## src/rtl/frame_counter.sv

```systemverilog
// Frame counter: counts 0..max_q in RUN, one-shot or free-running.
// Latency: start accepted at the edge it is seen; count/overflow/done are registered.
// No backpressure; stop aborts the run; optional preset via FRAME_COUNTER_LOAD_EN macro.
module frame_counter #(
  parameter int WIDTH        = 5,
  parameter int AUTO_RESTART = 0
) (
  input  logic             clk,
  input  logic             resetN,
  input  logic             start,
  input  logic             stop,
  input  logic [WIDTH-1:0] max_count,
`ifdef FRAME_COUNTER_LOAD_EN
  input  logic             load,
  input  logic [WIDTH-1:0] load_value,
`endif
  output logic [WIDTH-1:0] count,
  output logic             busy,
  output logic             overflow,
  output logic             done
);

  typedef enum logic {
    IDLE = 1'b0,
    RUN  = 1'b1
  } state_t;

  state_t           state_q;
  logic [WIDTH-1:0] count_q;
  logic [WIDTH-1:0] max_q;
  logic             overflow_q;
  logic             done_q;
  logic             terminal_d;

  // Terminal count is reached when the running count matches the captured limit.
  assign terminal_d = (count_q == max_q);

`ifdef FRAME_COUNTER_LOAD_EN
  logic [WIDTH-1:0] load_sat_d;

  // A preset never lands beyond the terminal count.
  assign load_sat_d = (load_value > max_q) ? max_q : load_value;
`endif

  // Control FSM with registered count, limit and pulse outputs.
  always_ff @(posedge clk or negedge resetN) begin
    if (!resetN) begin
      state_q    <= IDLE;
      count_q    <= '0;
      max_q      <= '0;
      overflow_q <= 1'b0;
      done_q     <= 1'b0;
    end else begin
      overflow_q <= 1'b0;
      done_q     <= 1'b0;
      case (state_q)
        IDLE: begin
          count_q <= '0;
          // stop has priority over start; stop alone in IDLE is a no-op.
          if (start && !stop) begin
            state_q <= RUN;
            max_q   <= max_count;
          end
        end
        RUN: begin
          if (stop) begin
            // Abort overrides terminal count and preset; no pulses.
            state_q <= IDLE;
            count_q <= '0;
          end else if (terminal_d) begin
            count_q    <= '0;
            overflow_q <= 1'b1;
            if (AUTO_RESTART == 0) begin
              state_q <= IDLE;
              done_q  <= 1'b1;
            end
          end
`ifdef FRAME_COUNTER_LOAD_EN
          else if (load) begin
            count_q <= load_sat_d;
          end
`endif
          else begin
            count_q <= count_q + 1'b1;
          end
        end
        default: begin
          state_q <= IDLE;
          count_q <= '0;
        end
      endcase
    end
  end

  assign count    = count_q;
  assign busy     = (state_q == RUN);
  assign overflow = overflow_q;
  assign done     = done_q;

endmodule

```

## config.mk

```make
export PLATFORM = sky130hd
export DESIGN_NAME = frame_counter
export DESIGN_NICKNAME = d
export VERILOG_FILES = /design/src/rtl/frame_counter.sv
export SDC_FILE = /design/constraint.sdc
export NUM_CORES = 1
export LEC_CHECK = 0
export CORE_MARGIN = 5
export CORE_UTILIZATION = 39
export DETAILED_ROUTE_END_ITERATION = 7
export HOLD_SLACK_MARGIN = 0.03
export PLACE_DENSITY = 0.78
export RECOVER_POWER = 50
export SLEW_MARGIN = 20
export SYNTH_ARGS = -nofsm -noshare
export SYNTH_HDL_FRONTEND = slang
export SYNTH_SLANG_ARGS = --single-unit
```

## constraint.sdc

```tcl
create_clock -name clk -period 1.25 [get_ports clk]
set_input_delay 0.1875 -clock clk [delete_from_list [all_inputs] [get_ports clk]]
set_output_delay 0.1875 -clock clk [all_outputs]
set_load 0.005 [all_outputs]
```

==> flow_summary_export.csv <==
group,metric,value,unit
global_route,grt_antenna_before_repair,0,
worst_setup_path,crit_arrival,1.51,ns
synth,ys_warn_count,0,
run_status,violations,"setup timing",
floorplanning,start_util,0.422,
sta,relSlewSlack,0.577,
clock_tree,clock-sinks,12,
power,leakagePower,0.455,nW
cells_and_area,num-nets-final,92,
clock_tree,clk_path_buf_depth,2,
clock_tree,h-tree-depth,1,
sta,fin_crit_sh,1.10,
global_route,grt_max_degree,13,
min_path,hp-class,"in2async",
synth,synth_flop_cell,"dfrtp_1",
power,vdd_drop_max,0.689,mV
route,num_vias,468,
power,p_total,1.07,mW
sta,setup_viol,8,
clock_tree,cts_made_buffers,3,
synth,netlist.area_leader.share,0.533,
clock_tree,cts_root_buf,"clkbuf_4",
global_route,grt-ovfl-total,0,
synth,yosysTopAreaCell,"dfrtp_1",
route,wl,1.44,mm
run,cap_viol_max_count,0,
clock_tree,clk_latency,0.28,ns
route,viasPerCell,4.93,
floorplanning,die_area,2300,µm²
floorplanning,die_w,48.0,µm
placed_design,dp.cells,83,
sta,maxSlewViolCount,0,
sta,fmax,728,MHz
clock_tree,cts_tree,"done",
worst_setup_path,r2r-start,"count[1]",
placed_design,hpwl,937,µm
clock_tree,clk_pin_slew,0.08,ns
worst_setup_path,regToRegSetupSlack,-0.12,ns
power,cellPowerDensity,1120,nW/µm²
route,drc_errors,0,
sta,finalSetupTns,-0.725,ns
placed_design,portBuffers,16,
cells_and_area,drive_gt1_frac,0.400,
cells_and_area,antenna_cells,0,
synth,ys_seq_area_frac,0.533,
synth,postSynthAreaPerCell,12.5,µm²
synth,synthCells,45,
worst_setup_path,path_max_fanout,7,
synth,synth-seq-cells,12,
floorplanning,io_pins,17,
synth,async_flop_share,1.00,
synth,synth_area_leaders,"dfrtp_1 (53%), xor2_1 (9.3%), mux2_2 (8.0%), a211oi_1 (5.3%), nor4_4 (3.8%)",
sta,worst_clock_skew,0.00798,ns
synth,synth_common_cells,"dfrtp_1 (12), xor2_1 (6), a211oi_1 (4), mux2_2 (4)",
worst_setup_path,cp-end-kind,"flop",
floorplanning,row_count,13,
worst_setup_path,critPathKind,"reg2reg",
route,firstDrtPassIters,4,
global_route,grt_pass1_vias,513,
global_route,grt_use_total,0.152,
worst_setup_path,r2r_cells,5,
sta,setup_ws,-0.123,ns
synth,synth_nets,55,
route,drtIter0Drc,11,
synth,synth_cell_types,19,
sta,period_needed,1.37,ns
route,wl_per_cell,15.2,µm
cells_and_area,area_growth,69.6,%
placed_design,place_congestion,0.758,
global_route,grt_pass1_wl,2.30,mm
run_status,status,"finished with violations",
route,ant_nets,0,
synth,synth.most_common_cell,"dfrtp_1",
cells_and_area,final_cells,95,
synth,synth-edff-count,0,
sta,rsz0062_at_grt,"true",
placed_design,dp_slack,-0.252,ns
floorplanning,fp.coreArea,1330,µm²
floorplanning,die_h,48.0,µm
sta,hold_violations,0,
sta,worstMarginPinSlew,0.635,ns
worst_setup_path,reg2reg_to,"busy",
worst_setup_path,cp_data_required_time,1.39,ns
worst_setup_path,critPathLaunchType,"flop",
synth,syn-cell-area,563,µm²
## worst max-delay path: stages, from the launching register on
cell,delay (ns)
dfrtp_1,0.40
buf_6,0.13
xor2_2,0.15
nor4_4,0.30
buf_6,0.18
a31oi_4,0.08
## stage by stage
| stage | utilization | instance area, µm² | hold slack (ns) |
|---|---|---|---|
| finish | 0.716 | 955 | 0.437 |
| global route | 0.716 | 955 | 0.463 |
| CTS | 0.689 | 918 | 0.211 |
| detailed placement | 0.600 | 801 | 0.506 |
| global placement | 0.600 | 801 | 0.507 |
| floorplan | - | 569 | -0.108 |
## repair_timing
action                     CTS  global route
gates cloned                 0             0
setup endpoints to repair   13            14
pin swaps                    2             1
hold buffers                 0             0
resized for setup           15            11
buffers inserted            10             1
## cell type report
| type | instances | area [µm²] |
|---|---|---|
| Fill cell | 91 | 379 |
| Multi-Input combinational cell | 30 | 313 |
| Sequential cell | 12 | 300 |
| Timing Repair Buffer | 33 | 293 |
| Clock buffer | 3 | 22.5 |
| Tap cell | 15 | 18.8 |
| Inverter | 2 | 7.51 |
## logic make-up after synthesis
family | Yosys count | share of synthesized area
AO/OA/AOI/OAI | 7 | 0.0822
adder cells (fa/ha/maj) | 1 | 0.0222
XOR/XNOR | 8 | 0.124
buffers and inverters | 3 | 0.0267
AND/OR/NAND/NOR | 10 | 0.131
multiplexers | 4 | 0.0800
flip-flops | 12 | 0.533
## state kept, by name, indices dropped and copies added, names as in the netlist
register and flops:
busy 1, count 5, done 1, max_q 5
## metal layers
layer  GRT usage  vias to the layer above  routed length, µm
li1            -                      224                  -
met1       0.187                      220                608
met2       0.237                       18                710
met3      0.0376                        6                 81
met4      0.0968                        0                 44
met5           0                        -                  0
## how the worst max path moves through the flow
stage,depth (start not counted),from,to,slack (ns)
finish,5,count[1],busy,-0.12
global route,5,count[1],done,-0.15
CTS,5,count[1],busy,-0.11
detailed placement,5,stop,busy,-0.25
global placement,3,stop,max_q[4],-0.23
floorplan,3,count[3],done,0.003
## where the power goes
part,internal [mW],total (mW),switching (mW)
combinational,0.185,0.336,0.151
clock,0.112,0.243,0.132
sequential,0.441,0.493,0.0523
## placed cells by master, fill, tap and decap left out
cell	instances
a211oi_1	2
a211oi_2	2
a21oi_1	1
a31oi_4	1
and3_1	1
buf_4	12
buf_6	5
clkbuf_1	1
clkbuf_4	3
clkdlybuf4s15_1	1
clkdlybuf4s50_1	7
dfrtp_1	12
dlygate4sd2_1	6
dlygate4sd3_1	1
ha_1	1
inv_1	2
mux2_2	1
mux2_4	3
nand2_1	2
nand2b_1	1
nand3_1	2
nor2_1	1
nor2b_1	1
nor3b_4	1
nor4_4	1
o21ai_0	1
xnor2_1	2
xor2_1	3
xor2_2	3
Power figures use the tool's default switching activity.
